[src/rtl/dmem_arbiter.sv]
// Two-port data-memory arbiter: round-robin grant between core and external
// requester, fixed-latency access sequencing, registered read data and ack.
module dmem_arbiter #(
  parameter int unsigned MEM_LAT = 1
) (
  input  logic        clock,
  input  logic        Reset,
  input  logic        c_req,
  input  logic        c_we,
  input  logic [31:0] c_addr,
  input  logic [31:0] c_wdata,
  output logic [31:0] c_rdata,
  output logic        c_ack,
  output logic        c_stall,
  input  logic        e_req,
  input  logic        e_we,
  input  logic [31:0] e_addr,
  input  logic [31:0] e_wdata,
  output logic [31:0] e_rdata,
  output logic        e_ack,
  output logic [31:0] m_addr,
  output logic [31:0] m_wdata,
  output logic        m_we,
  output logic        m_re,
  input  logic [31:0] m_rdata,
  output logic        owner,
  output logic        busy
);

  typedef enum logic [1:0] {
    S_IDLE   = 2'd0,
    S_ACCESS = 2'd1,
    S_DONE   = 2'd2
  } state_t;

  localparam logic [3:0] CNT_INIT = 4'(MEM_LAT - 1);

  state_t      state_q, state_d;
  logic [3:0]  cnt_q, cnt_d;
  logic        last_q, last_d;
  logic        owner_q, owner_d;
  logic        we_q, we_d;
  logic [31:0] addr_q, addr_d;
  logic [31:0] wdata_q, wdata_d;
  logic [31:0] crd_q, crd_d;
  logic [31:0] erd_q, erd_d;
  logic        gnt_ext;

  // On contention the side that was not granted last wins.
  assign gnt_ext = e_req & (~c_req | ~last_q);

  always_ff @(posedge clock or negedge Reset) begin
    if (!Reset) begin
      state_q <= S_IDLE;
      cnt_q   <= '0;
      last_q  <= 1'b1;
      owner_q <= 1'b0;
      we_q    <= 1'b0;
      addr_q  <= '0;
      wdata_q <= '0;
      crd_q   <= '0;
      erd_q   <= '0;
    end else begin
      state_q <= state_d;
      cnt_q   <= cnt_d;
      last_q  <= last_d;
      owner_q <= owner_d;
      we_q    <= we_d;
      addr_q  <= addr_d;
      wdata_q <= wdata_d;
      crd_q   <= crd_d;
      erd_q   <= erd_d;
    end
  end

  always_comb begin
    state_d = state_q;
    cnt_d   = cnt_q;
    last_d  = last_q;
    owner_d = owner_q;
    we_d    = we_q;
    addr_d  = addr_q;
    wdata_d = wdata_q;
    crd_d   = crd_q;
    erd_d   = erd_q;
    unique case (state_q)
      S_IDLE: begin
        if (c_req | e_req) begin
          owner_d = gnt_ext;
          last_d  = gnt_ext;
          we_d    = gnt_ext ? e_we    : c_we;
          addr_d  = gnt_ext ? e_addr  : c_addr;
          wdata_d = gnt_ext ? e_wdata : c_wdata;
          cnt_d   = CNT_INIT;
          state_d = S_ACCESS;
        end
      end
      S_ACCESS: begin
        if (cnt_q != 4'd0) begin
          cnt_d = cnt_q - 4'd1;
        end else begin
          if (!we_q) begin
            if (owner_q) erd_d = m_rdata;
            else         crd_d = m_rdata;
          end
          state_d = S_DONE;
        end
      end
      S_DONE: begin
        state_d = S_IDLE;
      end
      default: begin
        state_d = S_IDLE;
      end
    endcase
  end

  assign m_addr  = addr_q;
  assign m_wdata = wdata_q;
  assign m_we    = (state_q == S_ACCESS) &  we_q;
  assign m_re    = (state_q == S_ACCESS) & ~we_q;
  assign c_ack   = (state_q == S_DONE) & ~owner_q;
  assign e_ack   = (state_q == S_DONE) &  owner_q;
  assign c_stall = c_req & ~c_ack;
  assign c_rdata = crd_q;
  assign e_rdata = erd_q;
  assign owner   = owner_q;
  assign busy    = (state_q != S_IDLE);

  a_rw_excl: assert property (@(posedge clock) disable iff (!Reset) !(m_we && m_re));
  a_ack_excl: assert property (@(posedge clock) disable iff (!Reset) !(c_ack && e_ack));

endmodule

[config.mk]
export PLATFORM = sky130hd
export DESIGN_NAME = dmem_arbiter
export DESIGN_NICKNAME = d
export VERILOG_FILES = /design/src/rtl/dmem_arbiter.sv
export SDC_FILE = /design/constraint.sdc
export NUM_CORES = 1
export LEC_CHECK = 0
export CAP_MARGIN = 20
export CORE_MARGIN = 2
export CORE_UTILIZATION = 44
export DETAILED_ROUTE_END_ITERATION = 16
export GPL_ROUTABILITY_DRIVEN = 0
export GPL_TIMING_DRIVEN = 0
export PLACE_DENSITY = 0.87
export SETUP_SLACK_MARGIN = 0.02
export SLEW_MARGIN = 10
export SYNTH_ARGS = -nofsm -noshare
export SYNTH_HDL_FRONTEND = slang
export SYNTH_SLANG_ARGS = --single-unit
export TNS_END_PERCENT = 5
[constraint.sdc]
create_clock -name clock -period 3.75 [get_ports clock]
set_clock_uncertainty 0.1 [all_clocks]
set_input_delay 0.5625 -clock clock [delete_from_list [all_inputs] [get_ports clock]]
set_output_delay 0.5625 -clock clock [all_outputs]
set_load 0.01 [all_outputs]
==> run summary <==
status: complete, no violations
Setup crit start kind: flip-flop
TNS Setup: 0 ns
placed insts: 947
Post-synth top flop: dfrtp_1
post-cts sizing count: 0
number of library cell types mapped by synthesis: 32
R2R Setup Slk: 1.27 ns
Register-to-Register Path Depth: 6
Antenna Violating Nets Remaining: 0
CTS sink cnt: 137
P&R area growth vs syn: 66.7%
Synthesized Nets: 637
Syn Inst Count: 470
Syn Area/Cell: 12.8 sq um
Rows: 42
Final Cycle Share: 91.5%
FF/Latch Area: 3430 sq um
top cell type's share of synthesized area: 56.7%
Req. time, crit path: 3.09 ns
IO Count: 301
critical path endpoint: busy
routed wire length per instance: 18.9 um
crit path max fanout: 10
critical path arrival: 2.77 ns
global route total overflow: 0
leading cell types by count after synthesis: 136 x dfrtp_1, 133 x o21ai_0, 65 x mux2i_1, 36 x mux2_2, 30 x mux2_4
R2R Path End: e_rdata[28]
core box area: 13300 sq um
initial antenna violation count: 0
gr usage total: 25.6%
number of global-route vias before repair: 5354
Cell Count, Final, Fillers Out: 979
DR pass1 iterations: 4
top cells by area, synth: dfrtp_1 57%, o21ai_0 11%, mux2i_1 11%
CTS buffer count: 17
crit-path max cell delay: 0.62 ns
CTS root buffer: clkbuf_16
Mapped Area: 6010 sq um
most common cell in the netlist: dfrtp_1
Filler cells: 830
largest net degree at the start of global routing: 82
CP delay by family, top: buffers and inverters
CP Buf/Inv Count: 4
critical path class: flip-flop to output port
pre-CTS setup slack: 0.679 ns
Max-slew headroom: 51.9%
drt first-iter violations: 191
vias per cell: 5.22
Vias: 5115
worst r2r src: cnt_q[0]
multi-input logic area: 2370 sq um
synthesis-stage register bit count: 137
final setup margin: 0.318 ns
CTS Buffer Depth: 2
most area-hungry cell type in the Yosys netlist: dfrtp_1
Max IR drop VDD: 0.408 mV
detailed placer's ending HPWL: 13400 um
Max Freq: 291 MHz
cell mode on critical path: clkbuf_1
Starting Density: 45.2%
nets@finish: 957
ANT cells: 0
Setup Viol. Count Final: 0
CTS tree: yes
Slowest cell on crit path: clkdlybuf4s50_1
Post-CTS Setup Bufs: 0
layout cells sized above 1: 14.1%
Die Ht: 121 um
Worst Setup SP: state_q[0]
hold_buf cts: 0
critical path cell sequence: or2_2 -> clkbuf_1 -> clkbuf_1 -> clkbuf_1 -> clkdlybuf4s50_1
HP Class: input port to asynchronous set/reset pin
routed wire length: 18500 um
Clock transition at path regs: 0.06 ns
Die W: 121 um
Die ar.: 14600 sq um
DRC viols: 0
worst slew pin tran: 0.721 ns
H-Tree Depth: 4
hold violation count in the final report: 0
Post-synth EDFFs: 0
Slew Viols, Final: 0
pwr dens: 864 nW/um^2
Worst-Skew Late Latency: 0.41 ns
Synth Warn #: 0
Worst path depth: 5
minimum clock period: 3.43 ns
IO Port Bufs: 300
Async S/R FF share, synth: 100%
RSZ-0062 raised after global routing: false
register area share after synthesis: 57.1%
first-pass GRT wire length: 28500 um
Leakage: 4.28 nW
max-cap violations: 0
crit end category: output port
-- worst register-to-register path, cell delays in order (launching register included) --
cell      delay [ns]
dfrtp_1         0.41
inv_1           0.08
ha_1            0.20
nor3b_1         0.41
nand4b_1        0.40
clkbuf_1        0.40
mux2_2          0.37
-- flip-flops by register name, indices dropped and copies added (netlist names) --
signal,flops
owner,1
c_rdata,32
m_wdata,32
m_addr,32
we_q,1
state_q,2
last_q,1
cnt_q,4
e_rdata,32
-- placed cells by master (no fill, tap or decap), types with 2 or more instances in the layout --
cell type        synthesis  layout
bufinv_16                0       9
clkbuf_16                0      17
o221ai_1                 2       2
clkdlybuf4s50_1          0     299
o21ai_0                133     133
clkbuf_8                 0       3
a21oi_1                  2       2
buf_12                   3       3
nor3b_1                  2       2
buf_2                    3       3
buf_6                    1       2
inv_1                    4       4
nor2_1                   4       4
mux2_2                  36      36
nand2_1                  2       2
or2_2                    2       2
dfrtp_1                136     136
buf_1                    3       3
clkbuf_1                26      26
nor2b_1                  2       2
mux2i_1                 65      65
mux2_4                  30      30
clkinvlp_4               0       2
-- area by class of cell --
type                    count  share of cell area [%]
multi-input cells         293                    23.6
repair buffers            301                    30.3
flip-flops and latches    137                    34.2
inverters                   4                   0.150
clock inverters            12                    2.90
plain buffers              36                    1.95
well taps                 176                    2.20
clock buffers              20                    4.66
-- cell families (layout without fill, tap and decap cells) --
logic type / Yosys count / in the layout / share of synthesized area (%)
compound gates: 139 / 139 / 11.8
simple gates: 22 / 22 / 2.33
flops: 137 / 137 / 57.1
buf+inv: 40 / 373 / 3.50
mux: 131 / 131 / 25.1
fa+ha+maj: 1 / 1 / 0.208
-- power by group --
group	internal, mW	switching, mW	leakage (nW)
Sequential	2.23	0.449	1.65
Combinational	2.21	1.63	2.27
Clock	1.50	0.635	0.362
-- stage by stage --
step | power (mW) | area, sq um | util, % | hold WS (ns)
finish | 8.65 | 10000 | 75.3 | 0.000468
global placement | 6.32 | 9230 | 69.4 | 0.386
floorplan | 4.33 | 6010 | - | 0.167
CTS | 8.70 | 10000 | 75.3 | 0.0181
global route | 9.08 | 10000 | 75.3 | 0.0282
detailed placement | 6.48 | 9260 | 69.6 | 0.393
-- how the worst min path moves through the flow --
stage	startpoint	cells after the start	to	slack (ns)
final	Reset	1	c_rdata[14]	0.0005
after global routing	Reset	1	c_rdata[14]	0.03
after CTS	Reset	1	c_rdata[14]	0.02
after detailed placement	e_rdata[3]	1	e_rdata[3]	0.39
after global placement	e_rdata[9]	1	e_rdata[9]	0.39
after floorplan	Reset	0	c_rdata[0]	0.17
-- layer usage --
layer | track usage, % | share of wire, % | vias to the layer above
met2 | 46.2 | 52 | 239
met5 | 0 | 0 | -
met4 | 9.23 | 2.0 | 0
li1 | - | - | 2325
met1 | 29.4 | 39 | 2521
met3 | 5.99 | 6.7 | 30
(Power assumes the default switching activity.)
